$ cat config.mk
export PLATFORM = sky130hd
export DESIGN_NAME = hazard_ctrl
export DESIGN_NICKNAME = d
export VERILOG_FILES = /design/src/rtl/hazard_ctrl.sv
export SDC_FILE = /design/constraint.sdc
export NUM_CORES = 1
export LEC_CHECK = 0
export BUFFER_PORTS_ARGS = -buffer_cell sky130_fd_sc_hd__clkbuf_2
export CORE_MARGIN = 2
export CORE_UTILIZATION = 40
export CTS_CLUSTER_SIZE = 25
export DETAILED_ROUTE_END_ITERATION = 12
export PLACE_DENSITY_LB_ADDON = 0.05
export SLEW_MARGIN = 20
export SYNTH_ARGS = -nofsm -noshare
export SYNTH_HDL_FRONTEND = slang
export SYNTH_SLANG_ARGS = --single-unit
$ cat constraint.sdc
create_clock -name clk -period 1.81 [get_ports clk]
set_clock_uncertainty 0.2 [all_clocks]
set_input_delay 0.181 -clock clk [delete_from_list [all_inputs] [get_ports clk]]
set_output_delay 0.181 -clock clk [all_outputs]
set_load 0.05 [all_outputs]
$ cat src/rtl/hazard_ctrl.sv
// Central pipeline stall/flush sequencer: mul/div occupancy FSM, wrong-path fetch drop latch.
// Optional performance counters are enabled with the HAZARD_PERF_EN macro.
module hazard_ctrl #(
    parameter int unsigned MULDIV_LAT = 32,
    parameter int unsigned REG_AW     = 5
) (
    input  logic              clk,
    input  logic              reset,
    input  logic [REG_AW-1:0] rs1_d,
    input  logic [REG_AW-1:0] rs2_d,
    input  logic              use_rs1_d,
    input  logic              use_rs2_d,
    input  logic              branch_d,
    input  logic              redirect_d,
    input  logic              wr_e,
    input  logic              ld_e,
    input  logic [REG_AW-1:0] rd_e,
    input  logic              ld_m,
    input  logic [REG_AW-1:0] rd_m,
    input  logic              muldiv_e,
    input  logic              imem_busy,
    input  logic              dmem_busy,
    input  logic              exc_w,
    output logic              stall_f,
    output logic              stall_d,
    output logic              stall_e,
    output logic              stall_m,
    output logic              flush_d,
    output logic              flush_e,
    output logic              flush_m,
    output logic              flush_w,
    output logic              exc_ack,
    output logic              muldiv_busy
`ifdef HAZARD_PERF_EN
    ,
    output logic [31:0]       perf_ld_stall,
    output logic [31:0]       perf_md_stall,
    output logic [31:0]       perf_mem_stall,
    output logic [31:0]       perf_redirect
`endif
);

    localparam int unsigned CW = (MULDIV_LAT > 1) ? $clog2(MULDIV_LAT) : 1;
    localparam logic [CW-1:0] CntInit = CW'(MULDIV_LAT - 1);

    typedef enum logic {StIdle, StBusy} md_state_e;

    md_state_e   state_q, state_d;
    logic [CW-1:0] cnt_q, cnt_d;
    logic        drop_pend_q, drop_pend_d;

    logic match_e, match_m;
    logic md_start, md_stall, ld_hz;
    logic exc_take, md_act, ld_act;
    logic redirect_take, drop_clear, drop_set;

    // Register 0 never creates a dependency.
    always_comb begin
        match_e = (rd_e != '0) &&
                  ((use_rs1_d && (rs1_d == rd_e)) || (use_rs2_d && (rs2_d == rd_e)));
        match_m = (rd_m != '0) &&
                  ((use_rs1_d && (rs1_d == rd_m)) || (use_rs2_d && (rs2_d == rd_m)));
        ld_hz   = (ld_e && match_e) || (branch_d && wr_e && match_e) ||
                  (branch_d && ld_m && match_m);
    end

    always_comb begin
        md_start = (state_q == StIdle) && muldiv_e && !exc_w;
        md_stall = md_start || ((state_q == StBusy) && (cnt_q != '0));
        exc_take = exc_w && !dmem_busy;
        md_act   = !dmem_busy && !exc_w && md_stall;
        ld_act   = !dmem_busy && !exc_w && !md_stall && ld_hz;
    end

    always_comb begin
        stall_f       = 1'b0;
        stall_d       = 1'b0;
        stall_e       = 1'b0;
        stall_m       = 1'b0;
        flush_d       = 1'b0;
        flush_e       = 1'b0;
        flush_m       = 1'b0;
        flush_w       = 1'b0;
        exc_ack       = 1'b0;
        redirect_take = 1'b0;
        drop_clear    = 1'b0;

        if (dmem_busy) begin
            stall_f = 1'b1;
            stall_d = 1'b1;
            stall_e = 1'b1;
            stall_m = 1'b1;
            flush_w = 1'b1;
        end else if (exc_w) begin
            flush_d = 1'b1;
            flush_e = 1'b1;
            flush_m = 1'b1;
            exc_ack = 1'b1;
        end else begin
            if (md_stall) begin
                stall_f = 1'b1;
                stall_d = 1'b1;
                stall_e = 1'b1;
                flush_m = 1'b1;
            end else if (ld_hz) begin
                stall_f = 1'b1;
                stall_d = 1'b1;
                flush_e = 1'b1;
            end
            // A fetch bubble is only needed when D is free to advance.
            if (imem_busy) begin
                stall_f = 1'b1;
                if (!stall_d) begin
                    flush_d = 1'b1;
                end
            end
            if (redirect_d && !stall_d) begin
                redirect_take = 1'b1;
                flush_d       = 1'b1;
            end
        end

        // Discard the fetch that was in flight when control flow changed.
        if (drop_pend_q && !imem_busy && !dmem_busy) begin
            drop_clear = 1'b1;
            flush_d    = 1'b1;
        end
    end

    assign muldiv_busy = (state_q == StBusy);

    always_comb begin
        drop_set    = imem_busy && (exc_take || redirect_take);
        drop_pend_d = drop_pend_q;
        if (drop_set) begin
            drop_pend_d = 1'b1;
        end else if (drop_clear) begin
            drop_pend_d = 1'b0;
        end
    end

    // The FSM keeps counting under dmem_busy; only an accepted exception aborts the op.
    always_comb begin
        state_d = state_q;
        cnt_d   = cnt_q;
        if (exc_take) begin
            state_d = StIdle;
            cnt_d   = '0;
        end else begin
            unique case (state_q)
                StIdle: begin
                    if (md_start) begin
                        state_d = StBusy;
                        cnt_d   = CntInit;
                    end
                end
                StBusy: begin
                    if (cnt_q != '0) begin
                        cnt_d = cnt_q - CW'(1);
                    end else begin
                        state_d = StIdle;
                    end
                end
                default: begin
                    state_d = StIdle;
                    cnt_d   = '0;
                end
            endcase
        end
    end

    always_ff @(posedge clk) begin
        if (reset) begin
            state_q     <= StIdle;
            cnt_q       <= '0;
            drop_pend_q <= 1'b0;
        end else begin
            state_q     <= state_d;
            cnt_q       <= cnt_d;
            drop_pend_q <= drop_pend_d;
        end
    end

`ifdef HAZARD_PERF_EN
    always_ff @(posedge clk) begin
        if (reset) begin
            perf_ld_stall  <= '0;
            perf_md_stall  <= '0;
            perf_mem_stall <= '0;
            perf_redirect  <= '0;
        end else begin
            if (ld_act) begin
                perf_ld_stall <= perf_ld_stall + 32'd1;
            end
            if (md_act) begin
                perf_md_stall <= perf_md_stall + 32'd1;
            end
            if (dmem_busy) begin
                perf_mem_stall <= perf_mem_stall + 32'd1;
            end
            perf_redirect <= perf_redirect + 32'(redirect_take) + 32'(exc_take);
        end
    end
`else
    logic unused_act;
    assign unused_act = md_act ^ ld_act;
`endif

endmodule

# Yosys cells after proc, flatten, opt, wreduce, memory -nomap -nowiden
# Cells that the tools add are included.
# totals
output_inout_bits,10
wordCells,84
in_bits,33
reg_bits,7
# classes
mux,38
n_reduce_logical,35
bitwise,1
n_eq_ne,6
n_addsub,1
# ops
cell,count
$mux 1,34
$eq 5x5->1,4
$logic_and 1x1->1,19
$reduce_bool 5->1,3
$mux 5,2
$pmux 5 s2,1
$logic_or 1x1->1,6
$sub 5x1->5 const B,1
$logic_not 1->1,4
$ne 2x1->1 const B,1
$ne 2x2->1 const B,1
$pmux 1 s2,1
$reduce_and 2->1,1
$reduce_bool 2->1,1
$reduce_or 2->1,1
$not 1->1,1

# Depth between registers and ports, before layout
# Gate-level depths: netlist of the first run.
# logic_depth
depth_word,19
mapped_depth,7
ltp_nobuf,7

# Worst setup path after synthesis of the first run
# No wires, ideal clock.
# synth_path
path_kind,register -> output
startpoint,register cnt_q[0]
endpoint,output port flush_e
t_required_ns,1.429
path_buffers,0
path_stages_with_launch,7
path_slack_ns,-0.806
t_arrival_ns,2.235
path_cell_list,dfxtp_1 inv_1 ha_1 inv_2 o41ai_1 nand2_1 o31ai_1
# synth_via
elab_chain_cells,6
# synth_lines
element,line_no,rtl
"start, declared",49,"logic [CW-1:0] cnt_q, cnt_d;"
"start signal, assigned",179,cnt_q <= cnt_d;
$reduce_bool 5->1,69,md_stall = md_start || ((state_q == StBusy) && (cnt_q != '0));
$logic_and 1x1->1,69,
$logic_or 1x1->1,69,
$mux 1,100,if (md_stall) begin
$mux 1,94,end else if (exc_w) begin
$mux 1,88,if (dmem_busy) begin
"end, declared",29,"output logic flush_e,"
# No other way between the ends.

# Worst setup path after layout of the first run
# Same ends and word-level chain as after synthesis.

==> run_results.csv, run 1 <==
group,metric,value,unit
synthesis,ys_seq_area_share,19.8,%
synthesis,synth_nets,128,
place,hpwlAfterDp,1740,um
worst_setup_path,start_kind,"flop",
global_routing,antenna_found_initial,0,
worst_setup_path,max_stage_delay,0.32,ns
layout,utilization,78.6,%
clock_network,root_buffer,"clkbuf_4",
floorplanning,die_h,46.1,um
sta,setup_viol,7,
clock_network,clock-sinks,7,
global_routing,grt.total_usage,22.8,%
layout,syn_to_final_growth,87.5,%
worst_setup_path,reg2reg_setup_slack,-0.01,ns
clock_network,cts_tree,"yes",
place,gp_congestion,0.846,
worst_setup_path,crit_type,"flop to primary output",
floorplanning,io_pins,43,
place,postPlaceCellArea,1130,sq um
synthesis,ys.flop_type,"dfxtp_1",
floorplanning,start_util,41.9,%
worst_setup_path,critPathArrivalTime,1.77,ns
worst_setup_path,cp_cell_sequence,"inv_2 -> ha_4 -> inv_4 -> o41ai_4 -> nand2_2 -> buf_4 -> o31ai_4 -> buf_8",
detailed_routing,routed_wl,2390,um
synthesis,syn_inst,93,
global_routing,grt_start_max_net_pins,10,
min_path,hold_depth,4,
worst_setup_path,r2r_start,"cnt_q[0]",
worst_setup_path,path_max_fanout,5,
worst_setup_path,worstPathRequired,1.43,ns
detailed_routing,final_antenna_net_count,0,
worst_setup_path,crit_slowest_cell,"dfxtp_2",
power,leakage,0.616,nW
global_routing,grt_overflow_total,0,
clock_network,htreeDepth,1,
layout,nets,198,
synthesis,yosys_warnings,0,
clock_network,cts_max_path_buffers,2,
detailed_routing,avgRoutedWirePerCell,13.3,um
sta,timing.final.ws_setup,-0.341,ns
layout,antenna_cells,0,
sta,slew_violations,0,
sta,finalHoldViolCount,0,
clock_network,clk_pin_slew,0.05,ns
layout,fin_cells,179,
clock_network,clk_latency,0.25,ns
detailed_routing,vias,943,
power,ir_drop,0.000455,V
synthesis,synth_area,708,sq um
place,dp_slack,-0.270,ns
sta,maxSlewHeadroom,75.3,%
floorplanning,core,1690,sq um
outcome,violations,"setup timing",
global_routing,grt_pass1_vias,855,
worst_setup_path,r2r_cells,9,
layout,final_cell_area,1330,sq um
detailed_routing,drc,0,
synthesis,syn_area_per_cell,7.61,sq um
place,dp.cells,169,
sta,period_needed,2.15,ns
worst_setup_path,reg2reg_to,"cnt_q[4]",
min_path,worst_hold_startpoint,"muldiv_e",
clock_network,numCtsBuffers,3,
floorplanning,dieWidth,46.1,um
place,numPortBuffers,42,
outcome,status,"complete, but fails checks",
synthesis,synthDistinctLibCells,28,
synthesis,synth_edf_count,0,
flow_run,drv_cap,0,
detailed_routing,drt_pass1_iterations,4,
power,power_density,539,nW/um^2
layout,drive_gt1_share,57.4,%
synthesis,synthArstFlopShare,0,%
sta,rsz0062_at_grt,"true",
power,power,0.715,mW
sta,clock.fmax,0.465,GHz
detailed_routing,drtIter0Drc,18,
worst_setup_path,end_kind,"primary output",
floorplanning,std_cell_rows,15,
synthesis,ys_ff_latch,7,
min_path,hold_end,"cnt_q[2]",
floorplanning,die_area,2120,sq um
min_path,min_path_type,"primary input to flop",
sta,timing.final.crit_share,119,%
sta,worst_pin_slew,0.370,ns
global_routing,grt_pass1_wl,3440,um
detailed_routing,vias_per_cell,5.27,
-- cells in the mapped netlist, types with 2 or more instances --
cell / number / area share, %
nand2_1: 7 / 3.7
buf_4: 2 / 2.1
a21oi_1: 8 / 5.7
o22ai_1: 2 / 1.8
a211oi_1: 2 / 2.1
xor2_1: 2 / 2.5
dfxtp_1: 7 / 20
nor2_1: 12 / 6.4
ha_1: 2 / 3.5
nand4_1: 4 / 3.5
inv_1: 4 / 2.1
xnor2_1: 21 / 26
clkbuf_1: 2 / 1.1
nor3_1: 4 / 2.8
-- sequential cells by signal, summed over array words and instances, names as in the netlist --
signal,flops
cnt_q,5
drop_pend_q,1
muldiv_busy,1
-- logic make-up after synthesis --
| group | share of synthesized area [%] |
|---|---|
| AOI/OAI and AO/OA | 21.7 |
| xor gates and xnor gates | 28.4 |
| adders and majority gates | 3.53 |
| buffers and inverters | 5.83 |
| DFF | 19.8 |
| and+or+nand+nor | 20.7 |
-- metal layers --
metal / wire length [um] / vias up / GRT usage (%) / part of all wire, %
met5: 0 / - / 0 / 0
met4: 0 / 0 / 3.43 / 0
met3: 132 / 0 / 6.27 / 5.5
met2: 1320 / 35 / 44.4 / 55
met1: 938 / 445 / 24.1 / 39
li1: - / 463 / - / -
-- critical path, delay by kind of cell (launching register included) --
family / cells / cell delay, ns
and+or+nand+nor: 1 / 0.16
adders and majority gates: 1 / 0.14
DFF: 1 / 0.32
AOI/OAI and AO/OA: 2 / 0.44
buffers and inverters: 4 / 0.46
-- cell usage in the layout (no fill, tap or decap), drive strengths merged --
cell type / count
inv: 5
a211oi: 2
a22oi: 1
a41o: 1
o22ai: 2
o41a: 1
nand3: 1
nor4: 1
nand4: 4
nand2: 7
o31ai: 1
dfxtp: 7
or2: 1
o41ai: 1
ha: 2
o311a: 1
o21a: 1
buf: 32
and2: 1
clkbuf: 40
or3: 1
nor3: 4
a21oi: 8
a221o: 1
xor2: 2
dlygate4sd3: 1
nor2: 12
xnor2: 21
-- stage by stage --
step / TNS (ns) / hold slack (ns)
after global placement: -0.938 / 0.246
after CTS: -1.93 / 0.130
final: -1.80 / 0.119
after floorplan: -0.226 / 0.132
after detailed placement: -1.12 / 0.243
after global routing: -2.53 / 0.133
-- worst max-delay path by stage --
stage	endpoint	slack, ns	startpoint
finish	flush_e	-0.34	cnt_q[0]
global route	stall_f	-0.44	cnt_q[0]
CTS	stall_f	-0.34	cnt_q[0]
detailed placement	flush_d	-0.27	cnt_q[0]
global placement	flush_e	-0.23	rd_m[0]
floorplan	flush_e	-0.10	cnt_q[0]
-- report_power, final --
group          switching (mW)  internal [mW]  total (mW)
sequential             0.0117          0.168       0.179
combinational           0.204          0.189       0.392
clock                  0.0595         0.0842       0.144
total                   0.275          0.440       0.715
-- layout make-up --
type / count / area [sq um]
Timing Repair Buffer: 69 / 483
Tap cell: 17 / 21.3
Clock buffer: 4 / 26.3
Fill cell: 131 / 362
Inverter: 5 / 21.3
Multi-Input combinational cell: 77 / 632
Sequential cell: 7 / 144
-- timing repair --
item | CTS | global route
pin swaps | 9 | 6
resized for setup | 26 | 10
hold endpoints to repair | 1 | 0
endpoints found under the setup margin | 7 | 10
gates cloned | 0 | 0
hold buffers | 1 | 0
setup buffers | 3 | 3
No activity file was read; power rests on OpenSTA's default activity.
==> run 2: changes to the inputs <==
--- a/config.mk
+++ b/config.mk
@@ -5,12 +5,14 @@
 export SDC_FILE = /design/constraint.sdc
 export NUM_CORES = 1
 export LEC_CHECK = 0
+export ABC_AREA = 1
 export BUFFER_PORTS_ARGS = -buffer_cell sky130_fd_sc_hd__clkbuf_2
 export CORE_MARGIN = 2
 export CORE_UTILIZATION = 40
 export CTS_CLUSTER_SIZE = 25
 export DETAILED_ROUTE_END_ITERATION = 12
 export PLACE_DENSITY_LB_ADDON = 0.05
+export REMOVE_ABC_BUFFERS = 1
 export SLEW_MARGIN = 20
 export SYNTH_ARGS = -nofsm -noshare
 export SYNTH_HDL_FRONTEND = slang
==> run_results.csv, run 2 <==
group,metric,value,unit
worst_setup_path,end_kind,"primary output",
worst_setup_path,cp_cell_sequence,"inv_2 -> ha_4 -> nand3_2 -> nand2_2 -> nand2_4 -> nor2_4 -> nand4_1 -> nand4_1 -> buf_8",
floorplanning,die_area,2590,sq um
floorplanning,core,2020,sq um
layout,nets,259,
detailed_routing,final_antenna_net_count,0,
synthesis,ys_seq_area_share,15.9,%
sta,finalHoldViolCount,0,
power,power_switching_share,42.0,%
sta,worst_pin_slew,0.293,ns
power,pwr-share-comb,53.8,%
sta,timing.final.crit_share,109,%
worst_setup_path,path_max_fanout,4,
layout,mostFrequentLayoutCell,"nand2_1",
global_routing,grt_overflow_total,0,
synthesis,ys_ff_latch,7,
power,ir_drop,0.000461,V
synthesis,synth.most_common_cell,"nand2_1",
worst_setup_path,critPathArrivalTime,1.59,ns
clock_network,cts_max_path_buffers,2,
global_routing,grt_pass1_wl,4730,um
sta,rsz0062_at_grt,"true",
outcome,status,"complete, but fails checks",
power,clkPwrFrac,20.8,%
layout,n_fill_cell,201,
flow_run,drv_cap,0,
power,leakage,0.789,nW
layout,largest_reg_flops,5,
floorplanning,dieWidth,50.9,um
synthesis,synth_fa_ha_area_share,2.84,%
power,net-switching-power,0.291,mW
layout,layout_common_cells,"53 x nand2_1, 36 x clkbuf_2, 26 x inv_1",
sta,maxSlewHeadroom,80.5,%
floorplanning,die_h,50.9,um
sta,slew_violations,0,
detailed_routing,drc,0,
synthesis,ys.flop_type,"dfxtp_1",
synthesis,yosys_warnings,0,
layout,regMostFlops,"cnt_q",
worst_setup_path,path_buf_inv,2,
min_path,min_path_type,"primary input to flop",
clock_network,clock-sinks,7,
power,power_density,534,nW/um^2
detailed_routing,routed_wl,2690,um
detailed_routing,drtIter0Drc,34,
worst_setup_path,crit_type,"flop to primary output",
clock_network,cts_tree,"yes",
worst_setup_path,crit_top_cell,"nand4_1",
synthesis,syn_area_per_cell,5.24,sq um
sta,fin_tns_setup,-0.569,ns
sta,setup_viol,6,
synthesis,synth_common_cells,"53 x nand2_1, 30 x inv_1, 25 x nor2_1",
clock_network,root_buffer,"clkbuf_4",
floorplanning,start_util,43.6,%
clock_network,htreeDepth,1,
detailed_routing,avgRoutedWirePerCell,10.8,um
clock_network,numCtsBuffers,3,
worst_setup_path,crit_slowest_cell,"dfxtp_2",
sta,period_needed,1.97,ns
worst_setup_path,start_kind,"flop",
synthesis,synth_compound_area_share,11.9,%
detailed_routing,vias_per_cell,4.74,
synthesis,synth_xor_area_share,0.994,%
global_routing,grt_pass1_vias,1143,
synthesis,synthMuxAreaShare,0,%
detailed_routing,drt_pass1_iterations,4,
clock_network,clk_pin_slew,0.05,ns
place,numPortBuffers,42,
worst_setup_path,path_delay_family,"simple AND/OR/NAND/NOR gates",
worst_setup_path,max_stage_delay,0.32,ns
synthesis,synth_area_leader_cell,"nand2_1",
global_routing,antenna_found_initial,0,
sta,timing.final.ws_setup,-0.165,ns
layout,final-seq-area,141,sq um
sta,clock.fmax,0.506,GHz
synthesis,synth_simple_gate_area_share,49.6,%
synthesis,synth_top_cell_area_share,22.6,%
power,seq_power_share,25.4,%
synthesis,synth_top_family_by_area,"simple AND/OR/NAND/NOR gates",
layout,multi_input_area,601,sq um
layout,utilization,64.2,%
layout,syn_to_final_growth,47.3,%
synthesis,yosys-top-cells-area,"nand2_1 23%, dfxtp_1 16%, inv_1 13%, nor2_1 11%, nand3_1 5.7%",
synthesis,synth_area,881,sq um
global_routing,grt.total_usage,23.6,%
detailed_routing,vias,1186,
synthesis,synth_edf_count,0,
clock_network,clk_latency,0.25,ns
worst_setup_path,worstPathRequired,1.43,ns
floorplanning,std_cell_rows,16,
synthesis,syn_inst,168,
power,p_int,0.402,mW
layout,drive_gt1_share,36.3,%
global_routing,grt_start_max_net_pins,7,
synthesis,synthArstFlopShare,0,%
synthesis,synthDistinctLibCells,25,
outcome,violations,"setup timing",
place,gp_congestion,0.882,
place,hpwlAfterDp,1920,um
layout,antenna_cells,0,
floorplanning,io_pins,43,
==> run 2: per-layer routing <==
metal	global-route usage, %	share of wire [%]
met3	4.97	6.4
met1	30.3	46
met4	7.66	1.5
met2	39.2	46
met5	0	0
==> run 2: per-stage QoR <==
step | area [sq um] | hold WS (ns) | setup slack, ns | power, mW | std cells
after floorplan | 855 | 0.129 | -0.666 | 0.372 | 165
after global placement | 1120 | 0.232 | 0.0484 | 0.475 | 237
after detailed placement | 1120 | 0.244 | 0.0110 | 0.479 | 237
after CTS | 1280 | 0.0641 | -0.0966 | 0.675 | 249
after global routing | 1300 | 0.156 | -0.238 | 0.745 | 250
final | 1300 | 0.0927 | -0.165 | 0.693 | 250
==> run 2: repair_timing <==
action                                 in CTS  in global routing
hold buffers                                1                  0
setup buffers                               7                  1
cloned                                      0                  0
endpoints found under the hold margin       1                  0
setup endpoints to repair                   6                  7
pin swaps                                   9                  4
resized for setup                          19                  9
==> run 2: final timing paths <==
path / start / to / slack [ns] / cells after the start
hold / removal: imem_busy / drop_pend_q / 0.09 / 5
setup reg to reg: cnt_q[0] / drop_pend_q / -0.12 / 14
hold reg to reg: cnt_q[0] / cnt_q[0] / 0.33 / 2
setup / recovery: cnt_q[0] / flush_d / -0.16 / 9
==> run 2: cell families after synthesis <==
family / count (synthesis)
adder cells (fa/ha/maj): 2
buffers and inverters: 40
AO/OA/AOI/OAI: 17
flip-flops: 7
AND/OR/NAND/NOR: 101
XOR/XNOR: 1
==> run 2: power by group through the flow <==
stage               clock [mW]  combinational (mW)  sequential (mW)
global route             0.158               0.409            0.177
floorplan                    0               0.191            0.181
finish                   0.144               0.373            0.176
global placement             0               0.298            0.178
CTS                      0.151               0.349            0.176
detailed placement           0               0.302            0.177
==> run 2: area by class of cell <==
cell class / instances / area share [%]
Timing Repair Buffer: 54 / 27.5
Sequential cell: 7 / 10.9
Tap cell: 27 / 2.60
Multi-Input combinational cell: 121 / 46.3
Clock buffer: 4 / 2.03
Inverter: 37 / 10.7
==> run 2: worst register-to-register path, delay by kind of cell (launching register included) <==
family                     cells  cell delay (ns)
and+or+nand+nor                7             0.61
buffers and inverters          6             0.62
adders and majority gates      1             0.13
DFF                            1             0.32
==> run 3: changes to the inputs <==
==> constraint.sdc (replaced) <==
create_clock -name clk -period 1.81 [get_ports clk]
set_clock_uncertainty 0.2 [all_clocks]
set_input_delay 0.0905 -clock clk [delete_from_list [all_inputs] [get_ports clk]]
set_output_delay 0.0905 -clock clk [all_outputs]
set_load 0.05 [all_outputs]
==> run_results.csv, run 3 (synthesized netlist as in run 2, its figures left out) <==
group,metric,value,unit
min_path,min_path_type,"primary input to flop",
detailed_routing,drt_pass1_iterations,4,
sta,slew_violations,0,
flow_run,drv_cap,0,
sta,maxSlewHeadroom,82.1,%
floorplanning,die_h,50.9,um
place,numPortBuffers,42,
layout,nets,256,
floorplanning,core,2020,sq um
outcome,status,"complete, but fails checks",
worst_setup_path,start_kind,"flop",
min_path,worst_hold_startpoint,"muldiv_e",
clock_network,cts_max_path_buffers,2,
place,gp_congestion,0.866,
power,power,0.679,mW
layout,regMostFlops,"cnt_q",
detailed_routing,vias_per_cell,4.66,
worst_setup_path,worstPathRequired,1.52,ns
power,leakage,0.780,nW
worst_setup_path,end_kind,"primary output",
worst_setup_path,reg2reg_to,"drop_pend_q",
detailed_routing,drc,0,
detailed_routing,final_antenna_net_count,0,
detailed_routing,routed_wl,2570,um
floorplanning,io_pins,43,
sta,timing.final.ws_setup,-0.0626,ns
sta,finalHoldViolCount,0,
floorplanning,std_cell_rows,16,
layout,antenna_cells,0,
global_routing,grt_pass1_wl,4610,um
sta,timing.final.crit_share,103,%
floorplanning,dieWidth,50.9,um
outcome,violations,"setup timing",
sta,setup_viol,1,
clock_network,clock-sinks,7,
clock_network,numCtsBuffers,3,
detailed_routing,vias,1151,
place,dp_slack,0.0417,ns
worst_setup_path,path_max_fanout,4,
detailed_routing,avgRoutedWirePerCell,10.4,um
worst_setup_path,r2r_start,"cnt_q[0]",
power,power_density,529,nW/um^2
floorplanning,die_area,2590,sq um
global_routing,grt_overflow_total,0,
layout,largest_reg_flops,5,
clock_network,clk_pin_slew,0.05,ns
power,ir_drop,0.000487,V
layout,drive_gt1_share,36.4,%
sta,period_needed,1.87,ns
global_routing,grt_start_max_net_pins,7,
global_routing,grt.total_usage,22.3,%
clock_network,clk_latency,0.25,ns
min_path,hold_end,"cnt_q[4]",
min_path,hold_depth,3,
detailed_routing,drtIter0Drc,18,
sta,worst_pin_slew,0.269,ns
clock_network,htreeDepth,1,
global_routing,grt_pass1_vias,1134,
worst_setup_path,crit_type,"flop to primary output",
clock_network,root_buffer,"clkbuf_4",
worst_setup_path,reg2reg_setup_slack,0.11,ns
layout,layout_common_cells,"52 x nand2_1, 36 x clkbuf_2, 26 x inv_1",
place,hpwlAfterDp,1900,um
sta,rsz0062_at_grt,"true",
layout,syn_to_final_growth,45.9,%
sta,clock.fmax,0.534,GHz
global_routing,antenna_found_initial,0,
clock_network,cts_tree,"yes",
layout,mostFrequentLayoutCell,"nand2_1",
worst_setup_path,r2r_cells,12,
layout,fin_cells,247,
floorplanning,start_util,43.6,%
place,dp.cells,234,
worst_setup_path,critPathArrivalTime,1.58,ns
run 3: report_power, final:
part           internal, mW  leakage, nW  switching [mW]
clock network        0.0840       0.0150          0.0557
registers             0.168       0.0580         0.00831
logic                 0.143        0.707           0.220
total                 0.395        0.780           0.284
run 3: through the flow:
| step | setup TNS (ns) | area, sq um | util, % | hold WS, ns |
|---|---|---|---|---|
| floorplan | -1.45 | 855 | - | -0.0190 |
| global placement | 0 | 1100 | 54.3 | 0.144 |
| detailed placement | 0 | 1100 | 54.3 | 0.147 |
| CTS | -0.101 | 1250 | 61.8 | 0.0267 |
| global route | -0.366 | 1280 | 63.6 | 0.0615 |
| finish | -0.0626 | 1280 | 63.6 | 0.0295 |
run 3: worst max path at each step:
stage | depth (start not counted) | end | slack [ns] | start
after floorplan | 4 | flush_m | -0.58 | muldiv_busy
after global placement | 9 | flush_d | 0.09 | cnt_q[1]
after detailed placement | 9 | flush_d | 0.04 | cnt_q[1]
after CTS | 9 | flush_d | -0.05 | cnt_q[0]
after global routing | 9 | flush_d | -0.14 | cnt_q[0]
final | 9 | flush_d | -0.06 | cnt_q[0]
run 3: critical path, stage by stage (launching register included):
cell	delay, ns
dfxtp_2	0.32
inv_2	0.08
ha_4	0.12
nand3_2	0.05
nand2_2	0.09
nand2_4	0.07
nor2_4	0.13
nand4_1	0.14
nand4_1	0.17
buf_8	0.16
run 3: final cells by class:
class,count,area (sq um)
clock buffers,4,26.3
fillers,213,737
inverters,37,139
multi-input cells,121,611
flip-flops and latches,7,141
well taps,27,33.8
repair buffers,51,334
run 3: timing repair:
action                     in CTS  in global routing
setup endpoints to repair       6                  7
buffers inserted                6                  2
pin swaps                       9                  5
hold buffers                    2                  0
hold endpoints to repair        1                  0
resized for setup              18                 14
run 3: per-layer routing:
| metal | part of all wire [%] | wire [um] | global-route usage, % |
|---|---|---|---|
| met1 | 46 | 1190 | 28.1 |
| met2 | 47 | 1220 | 40.5 |
| met3 | 5.7 | 147 | 4.09 |
| met4 | 0.55 | 14 | 2.25 |
| met5 | 0 | 0 | 0 |
